[src/rtl/sp_operand_c_loader_pkg.sv]
// Shared definitions for the operand-C loader: dimension derivation helpers and FSM encoding.
package sp_operand_c_loader_pkg;

    function automatic int unsigned max_dim_f(input int unsigned bus_w, input int unsigned data_w);
        return bus_w / data_w;
    endfunction

    function automatic int unsigned elems_f(input int unsigned max_dim);
        return max_dim * max_dim;
    endfunction

    // A width of at least one bit keeps degenerate 1x1 configurations legal.
    function automatic int unsigned cnt_w_f(input int unsigned max_dim);
        return (max_dim > 1) ? $clog2(max_dim) : 1;
    endfunction

    function automatic int unsigned idx_w_f(input int unsigned elems);
        return (elems > 1) ? $clog2(elems) : 1;
    endfunction

    typedef enum logic [1:0] {
        ST_IDLE  = 2'd0,
        ST_READ  = 2'd1,
        ST_DRAIN = 2'd2,
        ST_DONE  = 2'd3
    } state_e;

endpackage

[src/rtl/sp_operand_c_loader_if.sv]
// ScratchPad read port: the loader is master (strobe + address), the ScratchPad returns data.
interface sp_operand_c_loader_if #(
    parameter int unsigned ADDR_WIDTH = 16,
    parameter int unsigned BUS_WIDTH  = 64
);
    logic                  sp_rd_en_o;
    logic [ADDR_WIDTH-1:0] sp_rd_addr_o;
    logic [BUS_WIDTH-1:0]  sp_rd_data_i;

    modport master (output sp_rd_en_o, output sp_rd_addr_o, input sp_rd_data_i);
    modport slave  (input sp_rd_en_o, input sp_rd_addr_o, output sp_rd_data_i);
endinterface

[src/rtl/sp_rc_counter.sv]
// Row-major r/c counter with programmable limits; exposes current and next element index.
module sp_rc_counter #(
    parameter int unsigned MAX_DIM = 4,
    parameter int unsigned CNT_W   = 2,
    parameter int unsigned IDX_W   = 4
) (
    input  logic             clk_i,
    input  logic             rst_i,
    input  logic             clr_i,
    input  logic             step_i,
    input  logic [CNT_W-1:0] rows_i,
    input  logic [CNT_W-1:0] cols_i,
    output logic             last_c,
    output logic [IDX_W-1:0] idx_c,
    output logic [IDX_W-1:0] nxt_idx_c
);

    logic [CNT_W-1:0] r_q, r_d, c_q, c_d;
    logic [CNT_W-1:0] r_s, c_s;
    logic             row_end;

    function automatic logic [IDX_W-1:0] idx_f(input logic [CNT_W-1:0] r, input logic [CNT_W-1:0] c);
        return IDX_W'(IDX_W'(r) * IDX_W'(MAX_DIM) + IDX_W'(c));
    endfunction

    always_comb begin
        row_end = (c_q == cols_i);
        c_s     = row_end ? '0 : c_q + CNT_W'(1);
        r_s     = row_end ? r_q + CNT_W'(1) : r_q;
        r_d     = r_q;
        c_d     = c_q;
        if (clr_i) begin
            r_d = '0;
            c_d = '0;
        end else if (step_i) begin
            r_d = r_s;
            c_d = c_s;
        end
    end

    assign last_c    = row_end && (r_q == rows_i);
    assign idx_c     = idx_f(r_q, c_q);
    assign nxt_idx_c = idx_f(r_s, c_s);

    always_ff @(posedge clk_i) begin
        if (rst_i) begin
            r_q <= '0;
            c_q <= '0;
        end else begin
            r_q <= r_d;
            c_q <= c_d;
        end
    end

endmodule

[src/rtl/sp_operand_c_loader.sv]
// Reads matrix C element-by-element from the ScratchPad and packs it into the flat adder operand.
module sp_operand_c_loader
    import sp_operand_c_loader_pkg::*;
#(
    parameter int unsigned DATA_WIDTH   = 16,
    parameter int unsigned BUS_WIDTH    = 64,
    parameter int unsigned ADDR_WIDTH   = 16,
    parameter int unsigned SP_NTARGETS  = 4,
    parameter int unsigned SP_BASE_ADDR = 0,
    localparam int unsigned MAX_DIM     = max_dim_f(BUS_WIDTH, DATA_WIDTH),
    localparam int unsigned ELEMS       = elems_f(MAX_DIM),
    localparam int unsigned CNT_W       = cnt_w_f(MAX_DIM),
    localparam int unsigned IDX_W       = idx_w_f(ELEMS),
    localparam int unsigned TGT_W       = (SP_NTARGETS > 1) ? $clog2(SP_NTARGETS) : 1,
    localparam int unsigned OP_W        = BUS_WIDTH * ELEMS
) (
    input  logic                   clk_i,
    input  logic                   rst_i,
    input  logic                   start_i,
    input  logic [TGT_W-1:0]       target_i,
    input  logic [CNT_W-1:0]       rows_i,
    input  logic [CNT_W-1:0]       cols_i,
    sp_operand_c_loader_if.master  sp,
    output logic [OP_W-1:0]        operand_c_o,
    output logic                   busy_o,
    output logic                   done_o
);

    state_e                state_q, state_d;
    logic                  start_acc;
    logic                  last_c;
    logic [IDX_W-1:0]      idx_c, nxt_idx_c;

    logic                  rd_en_q, rd_en_d;
    logic [ADDR_WIDTH-1:0] addr_q, addr_d;
    logic                  busy_q, busy_d;
    logic                  done_q, done_d;
    logic [TGT_W-1:0]      tgt_q, tgt_d;
    logic [CNT_W-1:0]      rows_q, rows_d, cols_q, cols_d;
    logic                  cap_v_q, cap_v_d;
    logic [IDX_W-1:0]      cap_idx_q, cap_idx_d;
    logic [OP_W-1:0]       op_q, op_d;

    function automatic logic [ADDR_WIDTH-1:0] addr_f(input logic [TGT_W-1:0] tgt, input logic [IDX_W-1:0] idx);
        int unsigned sum;
        sum = SP_BASE_ADDR + 32'(tgt) * ELEMS + 32'(idx);
        return ADDR_WIDTH'(sum);
    endfunction

    assign start_acc = (state_q == ST_IDLE) && start_i;

    sp_rc_counter #(
        .MAX_DIM (MAX_DIM),
        .CNT_W   (CNT_W),
        .IDX_W   (IDX_W)
    ) u_rc_counter (
        .clk_i     (clk_i),
        .rst_i     (rst_i),
        .clr_i     (start_acc),
        .step_i    ((state_q == ST_READ) && !last_c),
        .rows_i    (rows_q),
        .cols_i    (cols_q),
        .last_c    (last_c),
        .idx_c     (idx_c),
        .nxt_idx_c (nxt_idx_c)
    );

    always_ff @(posedge clk_i) begin
        if (rst_i) state_q <= ST_IDLE;
        else       state_q <= state_d;
    end

    always_comb begin
        state_d = state_q;
        case (state_q)
            ST_IDLE:  if (start_i) state_d = ST_READ;
            ST_READ:  if (last_c)  state_d = ST_DRAIN;
            ST_DRAIN: state_d = ST_DONE;
            ST_DONE:  state_d = ST_IDLE;
            default:  state_d = ST_IDLE;
        endcase
    end

    // Registered outputs are computed from the next state so they line up with it.
    always_comb begin
        rd_en_d   = (state_d == ST_READ);
        busy_d    = (state_d != ST_IDLE);
        done_d    = (state_d == ST_DONE);
        addr_d    = addr_q;
        tgt_d     = tgt_q;
        rows_d    = rows_q;
        cols_d    = cols_q;
        cap_v_d   = (state_q == ST_READ);
        cap_idx_d = idx_c;
        op_d      = op_q;
        if (start_acc) begin
            tgt_d  = target_i;
            rows_d = rows_i;
            cols_d = cols_i;
            addr_d = addr_f(target_i, '0);
            op_d   = '0;
        end else if ((state_q == ST_READ) && !last_c) begin
            addr_d = addr_f(tgt_q, nxt_idx_c);
        end
        // Data returns one cycle after the strobe; slot chosen by the index captured with it.
        for (int unsigned l = 0; l < ELEMS; l++) begin
            if (cap_v_q && (cap_idx_q == IDX_W'(l)))
                op_d[l*BUS_WIDTH +: BUS_WIDTH] = sp.sp_rd_data_i;
        end
    end

    always_ff @(posedge clk_i) begin
        if (rst_i) begin
            rd_en_q   <= 1'b0;
            addr_q    <= '0;
            busy_q    <= 1'b0;
            done_q    <= 1'b0;
            tgt_q     <= '0;
            rows_q    <= '0;
            cols_q    <= '0;
            cap_v_q   <= 1'b0;
            cap_idx_q <= '0;
            op_q      <= '0;
        end else begin
            rd_en_q   <= rd_en_d;
            addr_q    <= addr_d;
            busy_q    <= busy_d;
            done_q    <= done_d;
            tgt_q     <= tgt_d;
            rows_q    <= rows_d;
            cols_q    <= cols_d;
            cap_v_q   <= cap_v_d;
            cap_idx_q <= cap_idx_d;
            op_q      <= op_d;
        end
    end

    assign sp.sp_rd_en_o   = rd_en_q;
    assign sp.sp_rd_addr_o = addr_q;
    assign operand_c_o     = op_q;
    assign busy_o          = busy_q;
    assign done_o          = done_q;

endmodule

[src/flat_wrapper.sv]
// flat-port wrapper written by rule: the top's interface ports become plain ports
module sp_operand_c_loader_flat import sp_operand_c_loader_pkg::*;
#(
    parameter int unsigned DATA_WIDTH   = 16,
    parameter int unsigned BUS_WIDTH    = 64,
    parameter int unsigned ADDR_WIDTH   = 16,
    parameter int unsigned SP_NTARGETS  = 4,
    parameter int unsigned SP_BASE_ADDR = 0,
    localparam int unsigned MAX_DIM     = max_dim_f(BUS_WIDTH, DATA_WIDTH),
    localparam int unsigned ELEMS       = elems_f(MAX_DIM),
    localparam int unsigned CNT_W       = cnt_w_f(MAX_DIM),
    localparam int unsigned IDX_W       = idx_w_f(ELEMS),
    localparam int unsigned TGT_W       = (SP_NTARGETS > 1) ? $clog2(SP_NTARGETS) : 1,
    localparam int unsigned OP_W        = BUS_WIDTH * ELEMS
)
  (clk_i, rst_i, start_i, target_i, rows_i, cols_i, operand_c_o, busy_o, done_o, sp_sp_rd_en_o, sp_sp_rd_addr_o, sp_sp_rd_data_i);
  sp_operand_c_loader_if #(.ADDR_WIDTH(ADDR_WIDTH), .BUS_WIDTH(BUS_WIDTH)) sp_i ();
  input  logic clk_i;
  input  logic rst_i;
  input  logic start_i;
  input  logic [TGT_W-1:0] target_i;
  input  logic [CNT_W-1:0] rows_i;
  input  logic [CNT_W-1:0] cols_i;
  output logic [OP_W-1:0] operand_c_o;
  output logic busy_o;
  output logic done_o;
  output wire logic [$bits(sp_i.sp_rd_en_o)-1:0] sp_sp_rd_en_o;
  output wire logic [$bits(sp_i.sp_rd_addr_o)-1:0] sp_sp_rd_addr_o;
  input wire logic [$bits(sp_i.sp_rd_data_i)-1:0] sp_sp_rd_data_i;
  assign sp_sp_rd_en_o = sp_i.sp_rd_en_o;
  assign sp_sp_rd_addr_o = sp_i.sp_rd_addr_o;
  assign sp_i.sp_rd_data_i = sp_sp_rd_data_i;
  sp_operand_c_loader #(.DATA_WIDTH(DATA_WIDTH), .BUS_WIDTH(BUS_WIDTH), .ADDR_WIDTH(ADDR_WIDTH), .SP_NTARGETS(SP_NTARGETS), .SP_BASE_ADDR(SP_BASE_ADDR)) u_core (.clk_i(clk_i), .rst_i(rst_i), .start_i(start_i), .target_i(target_i), .rows_i(rows_i), .cols_i(cols_i), .sp(sp_i), .operand_c_o(operand_c_o), .busy_o(busy_o), .done_o(done_o));
endmodule
[config.mk]
export PLATFORM = sky130hd
export DESIGN_NAME = sp_operand_c_loader_flat
export DESIGN_NICKNAME = d
export VERILOG_FILES = /design/src/rtl/sp_operand_c_loader_pkg.sv /design/src/rtl/sp_operand_c_loader_if.sv /design/src/rtl/sp_rc_counter.sv /design/src/rtl/sp_operand_c_loader.sv /design/src/flat_wrapper.sv
export SDC_FILE = /design/constraint.sdc
export NUM_CORES = 2
export LEC_CHECK = 0
export BUFFER_PORTS_ARGS = -buffer_cell sky130_fd_sc_hd__clkbuf_2
export CAP_MARGIN = 5
export CELL_PAD_IN_SITES_DETAIL_PLACEMENT = 0
export CELL_PAD_IN_SITES_GLOBAL_PLACEMENT = 2
export CORE_AREA = 3 3 432 434
export DETAILED_ROUTE_END_ITERATION = 6
export DIE_AREA = 0 0 435 437
export PLACE_DENSITY_LB_ADDON = 0.1
export REMOVE_ABC_BUFFERS = 1
export SLEW_MARGIN = 10
export SYNTH_ARGS = -nofsm -noshare
export SYNTH_HDL_FRONTEND = slang
export SYNTH_HIERARCHICAL = 1
export SYNTH_SLANG_ARGS = --single-unit
[constraint.sdc]
create_clock -name clk_i -period 4 [get_ports clk_i]
set_input_delay 0.2 -clock clk_i [delete_from_list [all_inputs] [get_ports clk_i]]
set_output_delay 0.2 -clock clk_i [all_outputs]
set_load 0.02 [all_outputs]
# After elaboration in Yosys (flattened, before gate mapping)
# Cells that the tools add are included.
# W data, S select, Z words.
dict set report totals {
  reg_bits 1051
  input_bits 73
  out_inout_bits 1043
  wordCells 121
}
dict set report classes {
  n_addsub 5
  n_eq_ne 22
  n_mux 24
  n_reduce_logical 41
}
# operator n
set ops {}
lappend ops {{$mux W1024} 1}
lappend ops {{$mux W64} 16}
lappend ops {{$reduce_bool A2 Y1} 18}
lappend ops {{$eq A4 B4 Y1 const B} 8}
lappend ops {{$logic_and A1 B1 Y1} 19}
lappend ops {{$eq A4 B3 Y1 const B} 4}
lappend ops {{$mux W6} 2}
lappend ops {{$add A4 B2 Y4} 2}
lappend ops {{$eq A4 B2 Y1 const B} 2}
lappend ops {{$mux W2} 4}
lappend ops {{$pmux W2 S4} 1}
lappend ops {{$add A6 B4 Y7} 1}
lappend ops {{$eq A2 B2 Y1 const B} 3}
lappend ops {{$add A2 B1 Y2 const B} 2}
lappend ops {{$eq A2 B1 Y1 const B} 2}
lappend ops {{$eq A2 B2 Y1} 2}
lappend ops {{$eq A4 B1 Y1 const B} 1}
lappend ops {{$logic_not A4 Y1} 1}
lappend ops {{$logic_not A2 Y1} 1}
lappend ops {{$reduce_or A2 Y1} 1}
lappend ops {{$logic_not A1 Y1} 1}

# Logic depth before layout (Yosys ltp)
dict set report logic_depth {
  ltp_word 6
  depth_mapped 9
  ltp_nobuf 7
}

# Hierarchy
# The synthesis kept the hierarchy.
# module instances cells_each area_per_inst_um2 seq_area_each_um2
set modules_own_cells {}
lappend modules_own_cells {sp_operand_c_loader 1 3842 38438.1 20940.1}
lappend modules_own_cells {sp_rc_counter 1 35 305.3 80.1}

# Least setup slack after synthesis
# Ideal clock, no wire load.
dict set report synth_timing {
  path_kind {reg2reg}
  startpoint {register u_core.u_rc_counter.c_q[1]}
  endpoint {register u_core.u_rc_counter.r_q[0]}
  setup_time_ps 70
  t_arrival_ps 2391
  required_ps 3930
  setup_slack_ps 1539
  stages_incl_launch_ff 9
  path_buffers 1
  period_less_slack_ps 2461
  cell_sequence {dfxtp_1 > xor2_1 > nor4_1 > or3b_2 > clkbuf_1 > inv_1 > inv_1 > or4_1 > a21oi_1}
}
dict set report synth_between {
  elab_chain_cells 4
  word_cells_on_any_way 5
  classes_between {1 x eq/ne; 1 x mux; 3 x reduce/logical}
}
# item line
set synth_rtl {}
lappend synth_rtl {{from (decl)} sp_rc_counter.sv:18} ;# logic [CNT_W-1:0] r_q, r_d, c_q, c_d;
lappend synth_rtl {{from (signal assigned)} sp_rc_counter.sv:48} ;# c_q <= '0;
lappend synth_rtl {{from (signal assigned)} sp_rc_counter.sv:51} ;# c_q <= c_d;
lappend synth_rtl {{$eq A2 B2 Y1} sp_rc_counter.sv:27} ;# row_end = (c_q == cols_i);
lappend synth_rtl {{$logic_and A1 B1 Y1} sp_rc_counter.sv:41} ;# assign last_c = row_end && (r_q == rows_i);
lappend synth_rtl {{net u_core.last_c} sp_operand_c_loader.sv:31} ;# logic last_c;
lappend synth_rtl {{$logic_not A1 Y1} sp_operand_c_loader.sv:60} ;# .step_i ((state_q == ST_READ) && !last_c),
lappend synth_rtl {{$logic_and A1 B1 Y1} sp_operand_c_loader.sv:60}
lappend synth_rtl {{to (signal assigned)} sp_rc_counter.sv:50} ;# r_q <= r_d;
lappend synth_rtl {{to (decl)} sp_rc_counter.sv:18}
# The timed path passes the listed nets, and every way through them passes these cells.
# A chain may end at the register's enable or synchronous reset.

# Worst setup path after layout
# Ends and elaborated chain as after synthesis.

==> flow_summary.json <==
{
  "r2r-end": "u_core/u_rc_counter/r_q[0]",
  "vdd_drop_max_mv": 0.277,
  "drv_slew": 0,
  "drtIter0Drc": 2093,
  "ys_async_sr_fraction_pct": 0,
  "drc_errors": 0,
  "cap_violations": 0,
  "fin_crit_sh_pct": 70.1,
  "clk_latency_ns": 0.81,
  "die_area_mm2": 0.190,
  "critPathMaxFanout": 11,
  "synth-edff-count": 0,
  "synth_warnings": 6,
  "power_density_mw_per_mm2": 479,
  "r2r_slack_ns": 1.20,
  "worst-r2r-cell-count": 7,
  "fin_setup_tns_ns": 0,
  "finalHoldViolations": 0,
  "synthesis.area_mm2": 0.0387,
  "firstDrtPassIters": 5,
  "whs_path_depth": 5,
  "pin_count": 1116,
  "syn_area_per_cell_um2": 9.99,
  "die_h_um": 437,
  "gp_congestion": 0.749,
  "grt_max_degree": 148,
  "crit_chain": "xor2_1 -> nor4_1 -> or3b_2 -> inv_1 -> inv_1 -> or4_1 -> a21oi_1",
  "required_ns": 4.72,
  "postCtsSetupRepairBufs": 0,
  "vias": 35351,
  "synth.distinct_cells": 37,
  "grt_use_total_pct": 22.1,
  "grt_pass1_wl_um": 303000,
  "area_growth_pct": 30.3,
  "crit_slowest_cell": "or3b_2",
  "min_path_type": "in -> reg",
  "synth_area_leader_cell": "dfxtp_1",
  "slew_headroom_pct": 16.1,
  "ys_seq_elements": 1050,
  "min-delay-start": "sp_sp_rd_data_i[25]",
  "core.rowCount": 157,
  "whs_endpoint": "u_core/operand_c_o[793]",
  "crit_family": "simple AND/OR/NAND/NOR gates",
  "clock_sinks": 1050,
  "finalWirelength_um": 219000,
  "ant_nets": 0,
  "tightest_slew_ns": 1.26,
  "avgViaCountPerCell": 4.90,
  "root_buffer": "clkbuf_16",
  "seq_area_frac_synth_pct": 54.3,
  "grt_setup_unrepaired": "no",
  "hold_ws_ns": 0.0727,
  "htreeDepth": 4,
  "post-route-util_pct": 27.6,
  "ys.flop_type": "dfxtp_1",
  "die_x_um": 435,
  "p_total_uw": 24200,
  "power.leakage_uw": 0.0206,
  "yosysTopAreaCellShare_pct": 54.3,
  "grt_overflow_total": 0,
  "io_buffer_count": 1105,
  "initial_core_util_pct": 21.2,
  "clockBufferDepth": 3,
  "period_needed_ns": 2.80,
  "cp-end-kind": "flip-flop",
  "rr_startpoint": "u_core/u_rc_counter/c_q[1]",
  "criticalPathCategory": "reg -> reg",
  "clock_skew_ns": 0.0284,
  "critPathLaunchType": "flip-flop",
  "setup-violations-final": 0,
  "path_clk_slew_ns": 0.06,
  "max_stage_delay_ns": 0.59,
  "numCtsBuffers": 138,
  "place_hpwl_um": 138000,
  "core_area_mm2": 0.183,
  "cp.buffers_inverters": 2,
  "wl_per_cell_um": 30.4,
  "cp.arrival_ns": 3.52,
  "nNetsFinal": 4715,
  "synth_top_cells_by_area": "dfxtp_1 (54%), a31o_2 (18%), nor3_1 (13%)",
  "cts_tree": "done",
  "cp_common_cell": "inv_1",
  "drive_above_1_share_pct": 47.3,
  "clock.fmax_mhz": 357,
  "status": "completed",
  "syn_inst": 3877,
  "grt_pass1_vias": 34753,
  "antenna_found_initial": 4
}
-- worst min-delay path: stages --
cell and delay [ns]:
clkbuf_2 0.08, nand2b_1 0.05, buf_4 0.22, nor3_1 0.16, a31o_2 0.12
-- routing by layer --
layer	global-route usage, %	share of wire (%)
met5	0	0.0059
met4	9.46	4.5
met3	5.52	5.4
met2	39.1	50
met1	25.1	40
-- flip-flops by register name, summed over array words and instances, names as in the netlist --
register,flops
u_core/operand_c_o,1024
u_core/sp.sp_rd_addr_o,6
u_core/cap_idx_q,4
u_core/cols_q,2
u_core/rows_q,2
u_core/state_q,2
u_core/tgt_q,2
u_core/u_rc_counter/c_q,2
u_core/u_rc_counter/r_q,2
u_core/busy_o,1
u_core/cap_v_q,1
u_core/done_o,1
u_core/sp.sp_rd_en_o,1
-- power breakdown --
| part | total [uW] | internal [uW] | switching (uW) |
|---|---|---|---|
| logic | 1500 | 285 | 1210 |
| registers | 10600 | 10500 | 42.0 |
| clock network | 12100 | 7050 | 5090 |
| total | 24200 | 17900 | 6350 |
-- worst max-delay path by stage --
stage / cells past startpoint / startpoint / slack [ns] / to
6_report: 7 / u_core/u_rc_counter/c_q[1] / 1.20 / u_core/u_rc_counter/r_q[0]
3_5_place_dp: 7 / u_core/u_rc_counter/c_q[1] / 1.20 / u_core/u_rc_counter/r_q[0]
4_1_cts: 7 / u_core/u_rc_counter/c_q[1] / 1.19 / u_core/u_rc_counter/r_q[0]
3_3_place_gp: 5 / rst_i / 1.23 / u_core/operand_c_o[124]
5_1_grt: 7 / u_core/u_rc_counter/c_q[1] / 1.04 / u_core/u_rc_counter/r_q[0]
2_1_floorplan: 4 / u_core/state_q[1] / -16.94 / u_core/operand_c_o[0]
-- cell usage after synthesis (all sizes together), types with 5 or more instances --
cell type / number
a21oi: 17
a31o: 1024
buf: 196
clkbuf: 407
dfxtp: 1050
inv: 5
nand2: 25
nand2b: 69
nor2: 7
nor3: 1025
or2: 18
xor2: 5
-- stage by stage --
step | instances | instance area, um^2 | setup WS (ns)
2_1_floorplan | 3283 | 36200 | -16.94
3_3_place_gp | 6948 | 46000 | 1.23
3_5_place_dp | 6948 | 46000 | 1.20
4_1_cts | 7206 | 50500 | 1.19
5_1_grt | 7207 | 50500 | 1.04
6_report | 7208 | 50500 | 1.20
-- kinds of logic after synthesis --
| family | after synthesis | share of synthesized area, % |
|---|---|---|
| AOI/OAI and AO/OA | 1051 | 23.6 |
| xor gates and xnor gates | 7 | 0.207 |
| buffers and inverters | 608 | 6.70 |
| other | 1 | 0.00968 |
| DFF | 1050 | 54.3 |
| and+or+nand+nor | 1160 | 15.3 |
-- what timing repair did --
| action | in CTS | in global routing |
|---|---|---|
| endpoints found under the hold margin | 26 | 0 |
| hold buffers | 18 | 0 |
| resized for setup | 0 | 0 |
-- layout make-up --
cell class	count	area, um^2
tap	2464	3080
sequential	1050	21000
inverter	5	21.3
timing repair buffer	1219	6770
multi-input combinational	2228	15200
clock inverter	26	255
clock buffer	214	4090
fill	19672	133000
antenna	2	5.00
-- placed cells by master, fill, tap and decap left out, drive strengths merged, types with 17 or more instances in the layout --
cell	count
buf	97
a21oi	17
a31o	1024
dfxtp	1050
nand2	25
dlygate4sd3	18
nand2b	69
nor3	1025
clkbuf	1318
or2	18
(Power assumes the default switching activity.)
